## src/rtl/microc_uc_seq_if.sv

```systemverilog
// Control bundle between the microc sequencer and its datapath.
// The sequencer side (master) consumes the opcode/flag and operator
// controls and drives every datapath control plus the status outputs.
interface microc_uc_seq_if #(
  parameter int CNT_W = 16
);
  // datapath / operator -> sequencer
  logic [5:0]       Opcode;
  logic             z;
  logic             run;
  logic             step;
  // sequencer -> datapath
  logic             s_inc;
  logic             s_inm;
  logic             we3;
  logic             wez;
  logic [2:0]       Op;
  logic             pc_en;
  // sequencer status
  logic             halted;
  logic [5:0]       bad_op;
  logic [CNT_W-1:0] icount;

  modport master (
    input  Opcode, z, run, step,
    output s_inc, s_inm, we3, wez, Op, pc_en, halted, bad_op, icount
  );

  modport slave (
    output Opcode, z, run, step,
    input  s_inc, s_inm, we3, wez, Op, pc_en, halted, bad_op, icount
  );
endinterface

```

## src/rtl/microc_uc_seq.sv

```systemverilog
// Sequencing control unit for the single-cycle microc datapath.
// Decodes Opcode/z into datapath controls, gates execution through a
// run/pause/single-step/halt FSM, counts executed instructions and traps
// illegal opcodes. Only the FSM state, the step edge detector, the
// instruction counter and the trap opcode are registered; every datapath
// control is combinational so it is valid in the cycle Opcode appears.
module microc_uc_seq #(
  parameter int CNT_W    = 16,
  parameter bit AUTO_RUN = 1'b0
) (
  input  logic          clk,
  input  logic          reset,   // asynchronous, active low
  microc_uc_seq_if.master bus
);

  typedef enum logic [2:0] {
    IDLE  = 3'd0,
    RUN   = 3'd1,
    STEP  = 3'd2,
    PAUSE = 3'd3,
    HALT  = 3'd4
  } state_t;

  state_t           state_reg, state_next;
  logic             step_prev_reg;
  logic [CNT_W-1:0] icount_reg;
  logic [5:0]       bad_op_reg;

  // raw decode, before execute gating
  logic       dec_legal;
  logic       dec_s_inc;
  logic       dec_s_inm;
  logic       dec_we3;
  logic       dec_wez;
  logic [2:0] dec_op;

  // gated outputs
  logic       active;
  logic       step_rise;
  logic       s_inc;
  logic       s_inm;
  logic       we3;
  logic       wez;
  logic [2:0] op;
  logic       pc_en;

  assign active    = (state_reg == RUN) || (state_reg == STEP);
  assign step_rise = bus.step & ~step_prev_reg;

  // Instruction decode; anything not matched stays illegal with no writes.
  always_comb begin
    dec_legal = 1'b0;
    dec_s_inc = 1'b1;
    dec_s_inm = 1'b0;
    dec_we3   = 1'b0;
    dec_wez   = 1'b0;
    dec_op    = 3'b000;
    casez (bus.Opcode)
      6'b1?????: begin  // ALU operation, result and zero flag written
        dec_legal = 1'b1;
        dec_we3   = 1'b1;
        dec_wez   = 1'b1;
        dec_op    = bus.Opcode[4:2];
      end
      6'b0001??: begin  // li: load immediate
        dec_legal = 1'b1;
        dec_s_inm = 1'b1;
        dec_we3   = 1'b1;
      end
      6'b010000: begin  // j
        dec_legal = 1'b1;
        dec_s_inc = 1'b0;
      end
      6'b010001: begin  // jz: jump when zero flag set
        dec_legal = 1'b1;
        dec_s_inc = ~bus.z;
      end
      6'b010010: begin  // jnz: jump when zero flag clear
        dec_legal = 1'b1;
        dec_s_inc = bus.z;
      end
      6'b000000: begin  // nop
        dec_legal = 1'b1;
      end
      default: begin
        dec_legal = 1'b0;
      end
    endcase
  end

  // Execute gating: reset forces everything low, inactive states freeze
  // the PC, and an illegal opcode never writes or advances.
  always_comb begin
    s_inc = 1'b1;
    s_inm = 1'b0;
    we3   = 1'b0;
    wez   = 1'b0;
    op    = 3'b000;
    pc_en = 1'b0;
    if (!reset) begin
      s_inc = 1'b0;
    end else if (active) begin
      s_inc = dec_s_inc;
      s_inm = dec_s_inm;
      we3   = dec_we3 & dec_legal;
      wez   = dec_wez & dec_legal;
      op    = dec_op;
      pc_en = dec_legal;
    end
  end

  // Next-state logic for the run/pause/step/halt sequencer.
  always_comb begin
    state_next = state_reg;
    unique case (state_reg)
      IDLE: begin
        if (AUTO_RUN || bus.run) state_next = RUN;
        else if (step_rise)      state_next = STEP;
      end
      PAUSE: begin
        if (bus.run)        state_next = RUN;
        else if (step_rise) state_next = STEP;
      end
      RUN: begin
        if (!dec_legal)    state_next = HALT;
        else if (!bus.run) state_next = PAUSE;
      end
      STEP: begin
        state_next = dec_legal ? PAUSE : HALT;
      end
      HALT: begin
        state_next = HALT;
      end
      default: begin
        state_next = IDLE;
      end
    endcase
  end

  // State register and step edge-detector history.
  always_ff @(posedge clk or negedge reset) begin
    if (!reset) begin
      state_reg     <= IDLE;
      step_prev_reg <= 1'b0;
    end else begin
      state_reg     <= state_next;
      step_prev_reg <= bus.step;
    end
  end

  // Executed-instruction counter, wraps naturally at 2^CNT_W.
  always_ff @(posedge clk or negedge reset) begin
    if (!reset) begin
      icount_reg <= '0;
    end else if (pc_en) begin
      icount_reg <= icount_reg + 1'b1;
    end
  end

  // Capture the offending opcode on the edge that enters HALT.
  always_ff @(posedge clk or negedge reset) begin
    if (!reset) begin
      bad_op_reg <= 6'd0;
    end else if (state_next == HALT && state_reg != HALT) begin
      bad_op_reg <= bus.Opcode;
    end
  end

  assign bus.s_inc  = s_inc;
  assign bus.s_inm  = s_inm;
  assign bus.we3    = we3;
  assign bus.wez    = wez;
  assign bus.Op     = op;
  assign bus.pc_en  = pc_en;
  assign bus.halted = (state_reg == HALT);
  assign bus.bad_op = bad_op_reg;
  assign bus.icount = icount_reg;

endmodule

```

## src/flat_wrapper.sv

```systemverilog
// flat-port wrapper written by rule: the top's interface ports become plain ports
module microc_uc_seq_flat 
#(
  parameter int CNT_W    = 16,
  parameter bit AUTO_RUN = 1'b0
)
  (clk, reset, bus_Opcode, bus_z, bus_run, bus_step, bus_s_inc, bus_s_inm, bus_we3, bus_wez, bus_Op, bus_pc_en, bus_halted, bus_bad_op, bus_icount);
  microc_uc_seq_if #(.CNT_W(CNT_W)) bus_i ();
  input  logic clk;
  input  logic reset;
  input wire logic [$bits(bus_i.Opcode)-1:0] bus_Opcode;
  input wire logic [$bits(bus_i.z)-1:0] bus_z;
  input wire logic [$bits(bus_i.run)-1:0] bus_run;
  input wire logic [$bits(bus_i.step)-1:0] bus_step;
  output wire logic [$bits(bus_i.s_inc)-1:0] bus_s_inc;
  output wire logic [$bits(bus_i.s_inm)-1:0] bus_s_inm;
  output wire logic [$bits(bus_i.we3)-1:0] bus_we3;
  output wire logic [$bits(bus_i.wez)-1:0] bus_wez;
  output wire logic [$bits(bus_i.Op)-1:0] bus_Op;
  output wire logic [$bits(bus_i.pc_en)-1:0] bus_pc_en;
  output wire logic [$bits(bus_i.halted)-1:0] bus_halted;
  output wire logic [$bits(bus_i.bad_op)-1:0] bus_bad_op;
  output wire logic [$bits(bus_i.icount)-1:0] bus_icount;
  assign bus_i.Opcode = bus_Opcode;
  assign bus_i.z = bus_z;
  assign bus_i.run = bus_run;
  assign bus_i.step = bus_step;
  assign bus_s_inc = bus_i.s_inc;
  assign bus_s_inm = bus_i.s_inm;
  assign bus_we3 = bus_i.we3;
  assign bus_wez = bus_i.wez;
  assign bus_Op = bus_i.Op;
  assign bus_pc_en = bus_i.pc_en;
  assign bus_halted = bus_i.halted;
  assign bus_bad_op = bus_i.bad_op;
  assign bus_icount = bus_i.icount;
  microc_uc_seq #(.CNT_W(CNT_W), .AUTO_RUN(AUTO_RUN)) u_core (.clk(clk), .reset(reset), .bus(bus_i));
endmodule
```

## config.mk

```make
export PLATFORM = sky130hd
export DESIGN_NAME = microc_uc_seq_flat
export DESIGN_NICKNAME = d
export VERILOG_FILES = /design/src/rtl/microc_uc_seq_if.sv /design/src/rtl/microc_uc_seq.sv /design/src/flat_wrapper.sv
export SDC_FILE = /design/constraint.sdc
export NUM_CORES = 1
export LEC_CHECK = 0
export CORE_MARGIN = 10
export CORE_UTILIZATION = 34
export CTS_BUF_LIST = sky130_fd_sc_hd__clkbuf_2 sky130_fd_sc_hd__clkbuf_4 sky130_fd_sc_hd__clkbuf_8
export DETAILED_ROUTE_END_ITERATION = 10
export DONT_BUFFER_PORTS = 1
export GPL_TIMING_DRIVEN = 0
export HOLD_SLACK_MARGIN = 0.12
export PLACE_DENSITY = 0.53
export SKIP_LAST_GASP = 1
export SYNTH_ARGS = -nofsm -noshare
export SYNTH_HDL_FRONTEND = slang
export SYNTH_SLANG_ARGS = --single-unit
```

## constraint.sdc

```tcl
create_clock -name clk -period 3.4 [get_ports clk]
set_input_delay 0.68 -clock clk [delete_from_list [all_inputs] [get_ports clk]]
set_output_delay 0.68 -clock clk [all_outputs]
set_load 0.005 [all_outputs]
```

Yosys cells after proc, flatten, opt, wreduce, memory -nomap -nowiden
Index checks and enable logic that the tools add are counted.
Widths: inputs -> output; s select.
{ "totals": {"ff_bits": 26, "latch_bits": 0, "ramBits": 0, "romBits": 0, "in_bits": 11, "output_inout_bits": 31, "elab_cells": 51, "memories": 0} }
{ "classes": {"addsub": 1, "mul": 0, "div_mod_pow": 0, "magnitude_cmp": 0, "eq_ne": 10, "n_shift": 0, "mux": 24, "bitwise": 5, "reduce_logical": 7} }
{ "ops": {"columns": ["cell", "count"], "rows": [
  ["$mux 3", 8],
  ["$eq 6x5->1 const B", 3],
  ["$add 16x1->16 const B", 1],
  ["$mux 1", 14],
  ["$pmux 3 s4", 1],
  ["$eq 3x2->1 const B", 2],
  ["$eq 3x3->1 const B", 2],
  ["$logic_not 6->1", 1],
  ["$reduce_or 6->1", 1],
  ["$eq 4x1->1 const B", 1],
  ["$reduce_or 2->1", 2],
  ["$and 1x1->1", 3],
  ["$eq 3x1->1 const B", 1],
  ["$logic_not 3->1", 1],
  ["$ne 3x3->1 const B", 1],
  ["$pmux 1 s3", 1],
  ["$not 1->1", 2],
  ["$logic_and 1x1->1", 1],
  ["$logic_or 1x1->1", 1]
]} }

Longest topological paths before layout
Gate-level depths: netlist (run 1).
{ "depth": {"word_depth": 7, "mapped_depth": 6, "mapped_depth_nobuf": 4} }

Worst setup path after synthesis (run 1)
Ideal clock, no wire load.
{ "synth_path": {"kind": "input -> output", "from": "input port bus_Opcode[1]", "to": "output port bus_pc_en", "arrival_ns": 1.580, "required_ns": 2.720, "setup_slack_ns": 1.140, "stages": 4, "n_path_buf": 0, "cell_sequence": "a21o_2 > a221oi_4 > o21ai_2 > inv_1"} }
{ "synth_via": {"elab_chain_cells": 5} }
{ "synth_lines": {"columns": ["item", "line", "text"], "rows": [
  ["start: declaration", "flat_wrapper.sv:11", "input wire logic [$bits(bus_i.Opcode)-1:0] bus_Opcode;"],
  ["$eq 6x5->1 / $logic_not 6->1 (equally long branches)", "microc_uc_seq.sv:58", "casez (bus.Opcode)"],
  ["$reduce_or 6->1 (no line) *", null, null],
  ["$mux 1 *", "microc_uc_seq.sv:58", null],
  ["$mux 1 *", "microc_uc_seq.sv:102", "end else if (active) begin"],
  ["$mux 1 *", "microc_uc_seq.sv:100", "if (!reset) begin"],
  ["end: declaration", "flat_wrapper.sv:20", "output wire logic [$bits(bus_i.pc_en)-1:0] bus_pc_en;"]
]} }
Every way passes the cells marked *; elsewhere a longest branch is shown, timed or not.

Final worst setup path (run 1)
{ "layout_path": {"from": "register u_core.state_reg[1]", "to": "output port bus_s_inm"} }
{ "layout_via": {"elab_chain_cells": 4} }
{ "layout_lines": {"columns": ["item", "line", "text"], "rows": [
  ["start: declaration", "microc_uc_seq.sv:24", "state_t state_reg, state_next;"],
  ["start signal: assignment", "microc_uc_seq.sv:146", "state_reg <= state_next;"],
  ["$eq 3x1->1 / $eq 3x2->1 (equally long branches)", "microc_uc_seq.sv:47", "assign active = (state_reg == RUN) || (state_reg == STEP);"],
  ["$logic_or 1x1->1 *", "microc_uc_seq.sv:47", null],
  ["$mux 1 *", "microc_uc_seq.sv:102", null],
  ["$mux 1 *", "microc_uc_seq.sv:100", null],
  ["end: declaration", "flat_wrapper.sv:16", "output wire logic [$bits(bus_i.s_inm)-1:0] bus_s_inm;"]
]} }
Marks and branches as above.

==> impl_results.md, run 1 <==
* Top delay family on crit path: simple AND/OR/NAND/NOR gates
* Routability cong. at between 0.8 and 0.9
* Headroom to the max-slew limit at 58.8%
* Post-Syn Instances at 119
* Slowest library cell on the worst path: dfrtp_1
* Max VDD drop at 350 uV
* Die area at just over 7000 um^2
* Max_cap viols at 0
* IO buf count at 0
* Post-Route Skew at 0.00277 ns
* Syn Nets at between 100 and 150
* Cell area after synthesis at 1450 um^2
* Worst Path Required at roughly 2.7 ns
* Clock Sinks at 26
* Worst r2r path cells at 4
* Max reg flops at 16
* Post-Synth Simple-Gate Area at 21.1%
* Sequential share of power at a little under half
* Combinational share of power at about 33%
* Worst r2r src: u_core.state_reg[1]$_DFF_PN0_
* Top Ports at 42
* H-Tree Depth at 1
* DRC violations left at 0
* Buf/Inv on CP at 2
* Post-synthesis cell type count at 42
* Worst Setup Start Kind: flop
* First-pass GRT wire length at ~5600 um
* Post_cts resized at 0
* Antenna cells at 0
* Static Leak at between 0.6 and 0.7 nW
* Std-Cell Rows at 23
* P per Cell Area at 645 nW/um^2
* Critical path cell sequence: clkbuf_2 > xnor2_4 > nor2_2 > buf_4 > nor4b_1
* Mux cell area share after synthesis at under 10%
* Tot GR Track Use at a little under a tenth
* Worst Hold Class: in2async
* Worst path max stage delay at 0.37 ns
* CP max FO at 10
* Share of layout cells above drive strength 1 at 21.0%
* Min Hold Slack at about 0.21 ns
* P&R area growth vs syn at 9.52%
* CTS tree: yes
* Switching Share at between 30% and 40%
* Inst Count DP at ~170
* DR vias/cell at between 5 and 6
* Die W at 85.2 um
* Final wirelength at around 3400 um
* Switching pwr at roughly 0.00037 W
* Largest net degree at the start of global routing at 27
* Via count at about 1000
* Minimum clock period at around 2.5 ns
* Post-synthesis adder-cell area fraction at less than 1%
* Warnings from Yosys at 0
* Nets at about 140
* ANT nets after route at 0
* Clk buf depth at 2
* HPWL Detailed at roughly 2500 um
* Fin. max-slew vios at 0
* Setup violators final at 0
* DR pass1 iterations at 4
* Flop2flop setup slack at 1.72 ns
* Synth Area in XOR/XNOR at 11.0%
* CTS clk-pin slew, worst paths at 0.09 ns
* Initial antenna violation count at 0
* Cts bufs inserted at 3
* Largest family of logic cells by synthesized area: simple AND/OR/NAND/NOR gates
* CP endpoint kind: primary output
* Worst-margin pin slew at a little over 0.6 ns
* Reg2reg end: u_core.bus.bad_op[2]$_DFFE_PN0P_
* Fin Setup TNS at 0 ns
* Avg WL per Cell at ~19 um
* Seq cells post-synth at 26
* RSZ-0062 raised after global routing: no
* Starting Density at between 30 and 40%
* Synth async-reset ratio at 100%
* Setup CP Type: reg2out
* Sequential area share after synthesis at 45.0%
* Root Driver: clkbuf_8
* Remaining Overflow, GRT at 0
* Iteration-0 DRC Markers at 49
* Die height at ~85 um
* Outcome: finished, final reports clean
* Clk pwr share at 19.9%
* Vias in the first global route at slightly above 1000
* P_int at roughly 0.00065 W
* Post-Layout Cell Count at between 150 and 200
* Fmax at slightly below 400 MHz
* Critical path arrival at ~1.8 ns
* Final period utilization at 74.1%
* Main synth FF type: dfrtp_1
* CORE AREA at a little over 4000 um^2
* Compound-gate portion of the synthesized area at 14.2%
* Fin. Hold Viols at 0
* Syn_area_per_cell at roughly 12 um^2
* Number of enable flip-flop cells after synthesis at 0
* Worst-Skew Late Latency at about 0.27 ns
==> layer usage <==
layer	routed length, um	vias up	GRT usage (%)
met1	1440	482	11.3
li1	-	462	-
met2	1420	47	13.0
met4	24	0	2.40
met5	0	-	0
met3	492	2	6.69
==> layout by cell type (no fill, tap or decap), types with 2 or more instances in the layout <==
master / instances
nand2b_1: 2
nor3b_1: 2
nand2_1: 3
nor2_1: 4
nor4b_1: 3
mux2_2: 6
o21ai_0: 2
xnor2_1: 15
nand4_1: 2
and4_1: 4
clkbuf_8: 4
nor4_4: 2
and3_1: 5
o211ai_1: 7
dfrtp_1: 26
clkbuf_1: 2
and2_1: 3
o2111ai_1: 6
==> logic make-up (layout without fill, tap and decap cells) <==
| group | after synthesis | after routing |
|---|---|---|
| xor gates and xnor gates | 16 | 16 |
| DFF | 26 | 26 |
| muxes | 7 | 7 |
| and+or+nand+nor | 40 | 40 |
| buffers and inverters | 6 | 11 |
| adders and majority gates | 1 | 1 |
| AOI/OAI and AO/OA | 23 | 23 |
==> Yosys cell counts (all sizes together), types with 2 or more instances <==
master	instances	area (um^2)
and2	3	18.8
nor4	2	42.5
mux2	6	67.6
nor2	5	21.3
clkbuf	3	12.5
or2	2	12.5
nor3b	2	15.0
o211ai	7	52.6
o2111ai	6	52.6
xnor2	16	159
nand2b	2	12.5
nand4	2	12.5
nor4b	4	50.1
o21ai	3	18.8
dfrtp	26	651
buf	2	18.8
and4	4	35.0
and3	6	38.8
nand2	3	11.3
==> power groups by stage <==
stage	registers [W]	logic, W	clock network (W)
3_3_place_gp	0.000494	0.000319	0
6_report	0.000486	0.000332	0.000203
2_1_floorplan	0.000462	0.000281	0
5_1_grt	0.000506	0.000369	0.000224
4_1_cts	0.000489	0.000336	0.000214
3_5_place_dp	0.000495	0.000324	0
==> how the worst max path moves through the flow <==
stage / to / slack (ns) / from / cells after the start
final: bus_s_inm / 0.88 / u_core.state_reg[1]$_DFF_PN0_ / 5
after global routing: bus_s_inm / 0.71 / u_core.state_reg[1]$_DFF_PN0_ / 5
after CTS: bus_s_inm / 0.86 / u_core.state_reg[2]$_DFF_PN0_ / 4
after detailed placement: bus_pc_en / 0.97 / bus_Opcode[0] / 4
after global placement: bus_pc_en / 0.96 / bus_Opcode[0] / 4
after floorplan: bus_pc_en / 1.14 / bus_Opcode[1] / 4
==> repair_timing <==
action                    4_1_cts  5_1_grt
setup buffers                   0        0
hold endpoints to repair       26        0
hold buffers                    1        0
==> layout make-up <==
type	count	area, um^2
fillers	390	2470
multi-input cells	87	759
flip-flops and latches	26	651
well taps	50	62.6
inverters	1	3.75
clock buffers	4	55.1
repair buffers	1	20.0
plain buffers	5	31.3
==> stage by stage <==
step                util, %  cell area [um^2]  setup slack (ns)  power [W]
floorplan                 -              1450              1.14   0.000744
global placement       37.2              1510             0.964   0.000813
detailed placement     37.2              1510             0.968   0.000819
CTS                    39.0              1580             0.864    0.00104
global route           39.0              1580             0.706    0.00110
finish                 39.0              1580             0.882    0.00102
(Power assumes the default switching activity.)
==> inputs of run 2 (changes only) <==
==> constraint.sdc (replaced) <==
create_clock -name clk -period 2.5 [get_ports clk]
set_input_delay 0.5 -clock clk [delete_from_list [all_inputs] [get_ports clk]]
set_output_delay 0.5 -clock clk [all_outputs]
set_load 0.005 [all_outputs]
==> run 2 against run 1 <==
Die area did not move. Final area rose by 1.0%. Largest power group unchanged. Final cell count rose by 0.57%. Total power rose by 36%. Non-clock buffer count rose by 1. Clock power rose by 35%. Largest cell class unchanged. Critical path depth did not move. Sequential power rose by 36%.
==> impl_results.md, run 2 (synthesis results as in run 1) <==
* Reg2reg end: u_core.bus.bad_op[2]$_DFFE_PN0P_
* Vias in the first global route at between 1000 and 1500
* RSZ-0062 raised after global routing: no
* Worst Setup Start Kind: flop
* Std-Cell Rows at 23
* Static Leak at 0.630 nW
* CP endpoint kind: primary output
* Setup CP Type: reg2out
* Minimum clock period at about 2.2 ns
* Worst-margin pin slew at between 0.6 and 0.7 ns
* Clock Sinks at 26
* Max VDD drop at around 470 uV
* Share of layout cells above drive strength 1 at 21.6%
* Die W at roughly 85 um
* Top Ports at 42
* Worst-Skew Late Latency at 0.27 ns
* Flop2flop setup slack at roughly 0.83 ns
* Post-Route Skew at between 0.001 and 0.0015 ns
* H-Tree Depth at 1
* First-pass GRT wire length at roughly 5700 um
* Most common cell after layout, fill and taps aside: dfrtp_1
* Starting Density at between 30% and 40%
* Fin. Hold Viols at 0
* Initial antenna violation count at 0
* Clk buf depth at 2
* CTS clk-pin slew, worst paths at 0.09 ns
* Iteration-0 DRC Markers at a little under 60
* Fin Setup TNS at 0 ns
* DR vias/cell at between 5 and 6
* Largest net degree at the start of global routing at 27
* Worst Path Required at ~2.0 ns
* Max_cap viols at 0
* Fin. max-slew vios at 0
* Tot GR Track Use at 9.49%
* Worst r2r path cells at 4
* Setup violators final at 0
* Worst Hold Class: in2reg
* CORE AREA at a little over 4000 um^2
* Die height at 85.2 um
* Avg WL per Cell at 19.5 um
* Worst setup endpoint: bus_s_inm
* ANT nets after route at 0
* Critical path arrival at around 1.8 ns
* DRC violations left at 0
* Via count at 1000
* CTS tree: yes
* Fmax at roughly 440 MHz
* Worst r2r src: u_core.state_reg[1]$_DFF_PN0_
* Root Driver: clkbuf_8
* Critical path origin: u_core.state_reg[1]$_DFF_PN0_
* P&R area growth vs syn at 10.6%
* IO buf count at 0
* Final Util at around two fifths
* CP max FO at 10
* Final period utilization at ~90%
* Max reg flops at 16
* Remaining Overflow, GRT at 0
* Cts bufs inserted at 3
* Antenna cells at 0
* Die area at around 7300 um^2
* DR pass1 iterations at 4
* HPWL Detailed at between 2000 and 3000 um
* Headroom to the max-slew limit at approximately three fifths
* P per Cell Area at ~870 nW/um^2
* Nets at approximately 140
* Outcome: finished, final reports clean
* Post-CTS setup repair buffer count at 0
* Final wirelength at 3410 um
* Routability cong. at 0.811
* Most frequent cells in the layout: dfrtp_1, xnor2_1, o211ai_1, mux2_2, o2111ai_1
[run 2: changes by cell type in the layout (fill, tap and decap cells not counted)]
cell,change
dlygate4sd3_1,+1
nor4b_1,-1
nor4b_2,+1
[run 2: repair_timing]
item / CTS / global route
hold buffers: 2 / 0
hold endpoints to repair: 26 / 0
gates resized for setup: 0 / 1
endpoints found under the setup margin: 0 / 1
[run 2: cell type report]
class / count / area, um^2
plain buffers: 5 / 31.3
well taps: 50 / 62.6
inverters: 1 / 3.75
fillers: 389 / 2460
multi-input cells: 87 / 766
flip-flops and latches: 26 / 651
clock buffers: 4 / 55.1
repair buffers: 2 / 30.0
[run 2: worst max-delay path: stages, from the launching register on]
cell,delay (ns)
dfrtp_1,0.36
clkbuf_2,0.20
xnor2_4,0.22
nor2_2,0.22
buf_4,0.21
nor4b_2,0.26
[run 2: through the flow]
step           std cells  cell area (um^2)  setup WS (ns)  power, W  hold WS [ns]
3_5_place_dp         169              1510          0.428   0.00111         0.205
2_1_floorplan        119              1450          0.600   0.00101         0.204
5_1_grt              175              1600          0.111   0.00150         0.225
4_1_cts              175              1590          0.144   0.00141         0.237
3_3_place_gp         169              1510          0.424   0.00111         0.205
6_report             175              1600          0.252   0.00139         0.248
[run 2: layer usage]
layer / vias up / track usage, % / wire [um]
li1: 461 / - / -
met1: 486 / 11.4 / 1440
met2: 51 / 13.4 / 1420
met3: 2 / 6.69 / 520
met4: 0 / 2.40 / 24
met5: - / 0 / 0
[run 2: worst min path at each step]
stage	start	to	slack, ns	cells past startpoint
2_1_floorplan	reset	u_core.bus.bad_op[0]$_DFFE_PN0P_	0.20	0
3_3_place_gp	reset	u_core.bus.icount[3]$_DFFE_PN0P_	0.21	0
3_5_place_dp	reset	u_core.bus.icount[3]$_DFFE_PN0P_	0.21	0
4_1_cts	bus_step	u_core.step_prev_reg$_DFF_PN0_	0.24	0
5_1_grt	bus_step	u_core.step_prev_reg$_DFF_PN0_	0.23	0
6_report	bus_step	u_core.step_prev_reg$_DFF_PN0_	0.25	0
[run 2: power by group]
group	internal [W]	total (W)	switching [W]
Clock	0.000141	0.000275	0.000134
Sequential	0.000521	0.000661	0.000140
Combinational	0.000223	0.000454	0.000231
Total	0.000885	0.00139	0.000506
==> inputs of run 3 (changes only) <==
--- a/config.mk
+++ b/config.mk
@@ -5,6 +5,8 @@
 export SDC_FILE = /design/constraint.sdc
 export NUM_CORES = 1
 export LEC_CHECK = 0
+export ABC_AREA = 1
+export CORE_ASPECT_RATIO = 0.6
 export CORE_MARGIN = 10
 export CORE_UTILIZATION = 34
 export CTS_BUF_LIST = sky130_fd_sc_hd__clkbuf_2 sky130_fd_sc_hd__clkbuf_4 sky130_fd_sc_hd__clkbuf_8
==> run 3 against run 2 <==
Setup slack improved by 0.23 ns. Synthesized cell count increased by 92%. Final cell count increased by 70%. Clock-buffer cell count unchanged. Via count increased by 38%. Critical path depth increased by 1.
==> impl_results.md, run 3 <==
* Outcome: finished, final reports clean
* Fmax at 494 MHz
* Clock Sinks at 26
* H-Tree Depth at 1
* Post-Layout Cell Count at a little under 300
* Routability cong. at ~0.82
* Cell area after synthesis at between 1500 and 2000 um^2
* Vias in the first global route at roughly 1300
* Top Ports at 42
* Clk pwr share at around a fifth
* CP max FO at 10
* Post-synthesis cell type count at 24
* Die W at between 100 and 150 um
* Minimum clock period at between 2 and 2.5 ns
* Max_cap viols at 0
* Syn Nets at roughly 240
* DR vias/cell at between 4 and 5
* Multi-input gate area at around 900 um^2
* Final wirelength at roughly 4200 um
* Post_cts resized at 0
* Most frequent cells in the layout: nand2_1, nor2_1, dfrtp_1, inv_1, nand3_1
* Post-CTS setup repair buffer count at 0
* Post-Route Skew at roughly 0.0022 ns
* Static Leak at 0.899 nW
* CP endpoint kind: primary output
* CTS tree: yes
* Share of layout cells above drive strength 1 at between 10% and 20%
* Starting Density at a little over a third
* Antenna cells at 0
* Sequential area share after synthesis at about 39%
* Synth async-reset ratio at 100%
* Fin. max-slew vios at 0
* IO buf count at 0
* Nets at ~250
* Switching pwr at 0.000599 W
* Max reg flops at 16
* ANT nets after route at 0
* Die area at approximately 8000 um^2
* Min Hold Slack at approximately 0.24 ns
* Fin Setup TNS at 0 ns
* Fillcell total at about 500
* Cts bufs inserted at 3
* DRC violations left at 0
* Iteration-0 DRC Markers at 96
* HPWL Detailed at about 3200 um
* Worst-margin pin slew at about 0.4 ns
* Syn_area_per_cell at 7.22 um^2
* Via count at about 1400
* Ranking of synthesized cells by area: dfrtp_1, nand2_1, nor2_1
* Largest net degree at the start of global routing at 27
* Number of enable flip-flop cells after synthesis at 0
* Sequential share of power at 44.4%
* Top cells by count, synth: nand2_1, dfrtp_1, nor2_1
* Root Driver: clkbuf_8
* Inst Count DP at 292
* RSZ-0062 raised after global routing: no
* Post-Syn Instances at around 230
* Worst Path Required at approximately 2.0 ns
* Worst-Skew Late Latency at 0.28 ns
* P&R area growth vs syn at 9.92%
* Max VDD drop at 288 uV
* Cell taking the most area after synthesis: dfrtp_1
* Die height at about 74 um
* Final period utilization at 80.9%
* Std-Cell Rows at 19
* CORE AREA at ~4600 um^2
* Most common cell after layout, fill and taps aside: nand2_1
* Seq cells post-synth at 26
* Flop2flop setup slack at a little under 0.9 ns
* Setup CP Type: reg2out
* Main synth FF type: dfrtp_1
* Headroom to the max-slew limit at 74.0%
* Avg WL per Cell at between 10 and 15 um
* CTS clk-pin slew, worst paths at around 0.090 ns
* Worst Hold Class: in2reg
* DR pass1 iterations at 4
* Worst Setup Start Kind: flop
* Initial antenna violation count at 0
* P_int at ~0.00083 W
* Remaining Overflow, GRT at 0
* Share of the synthesized area in the top cell type at between 30% and 40%
* P per Cell Area at around 790 nW/um^2
* Critical path arrival at around 1.5 ns
* Clk buf depth at 2
* Combinational share of power at 35.8%
* Tot GR Track Use at 10.9%
* Setup violators final at 0
* Fin. Hold Viols at 0
* Warnings from Yosys at 0
* Hold buffers post-CTS at 2
* First-pass GRT wire length at between 7000 and 8000 um
* Most frequent cell after synthesis: nand2_1
* Register area at 651 um^2
* Switching Share at about two fifths
run 3: cell count changes in the layout (fill, tap and decap cells not counted), moves of 6 or more:
cell / change
nor2_1: +22
nand2_1: +96
mux2_2: -6
nand3_1: +15
inv_1: +17
o211ai_1: -7
xnor2_1: -11
o2111ai_1: -6
run 3: final timing paths:
check | depth (start not counted) | endpoint | startpoint
max in group asynchronous | 2 | u_core.bus.bad_op[2]$_DFFE_PN0P_ | reset
max | 6 | bus_pc_en | u_core.state_reg[0]$_DFF_PN0_
max reg2reg | 8 | u_core.bus.icount[14]$_DFFE_PN0P_ | u_core.bus.icount[0]$_DFFE_PN0P_
min reg2reg | 2 | u_core.bus.bad_op[4]$_DFFE_PN0P_ | u_core.bus.bad_op[4]$_DFFE_PN0P_
min in group asynchronous | 2 | u_core.bus.icount[7]$_DFFE_PN0P_ | reset
min | 0 | u_core.step_prev_reg$_DFF_PN0_ | bus_step
run 3: cells by family after synthesis:
logic type	count (synthesis)	synth area share, %
xor gates and xnor gates	7	3.71
muxes	1	0.606
and+or+nand+nor	162	46.6
buffers and inverters	25	6.59
AOI/OAI and AO/OA	7	2.35
DFF	26	39.4
adders and majority gates	1	0.757
run 3: cell type report:
cell class	instances	share of cell area (%)
Buffer	2	1.24
Clock buffer	4	3.03
Inverter	23	4.75
Multi-Input combinational cell	178	49.2
Sequential cell	26	35.8
Tap cell	63	4.34
Timing Repair Buffer	2	1.65
run 3: power groups by stage:
stage	sequential [W]	clock [W]	combinational [W]
finish	0.000636	0.000284	0.000513
CTS	0.000644	0.000295	0.000521
floorplan	0.000612	0	0.000419
global placement	0.000653	0	0.000505
detailed placement	0.000653	0	0.000504
global route	0.000660	0.000310	0.000588
run 3: metal layers:
metal	track usage, %	part of all wire (%)
met1	15.9	51
met2	13.8	38
met3	5.00	9.5
met4	3.02	1.3
met5	0	0
run 3: critical path, cell delays in order (launching register included):
cell     delay, ns
dfrtp_1       0.44
inv_2         0.12
nand3_4       0.10
nand2_8       0.14
nand2_8       0.09
nor2_8        0.18
buf_6         0.17
run 3: per-stage QoR:
| stage | area [um^2] | worst slack (ns) | util [%] | total power [W] |
|---|---|---|---|---|
| after CTS | 1820 | 0.457 | 39.2 | 0.00146 |
| after global placement | 1730 | 0.732 | 37.4 | 0.00116 |
| final | 1820 | 0.477 | 39.2 | 0.00143 |
| after floorplan | 1650 | 0.860 | - | 0.00103 |
| after detailed placement | 1730 | 0.728 | 37.4 | 0.00116 |
| after global routing | 1820 | 0.377 | 39.2 | 0.00156 |
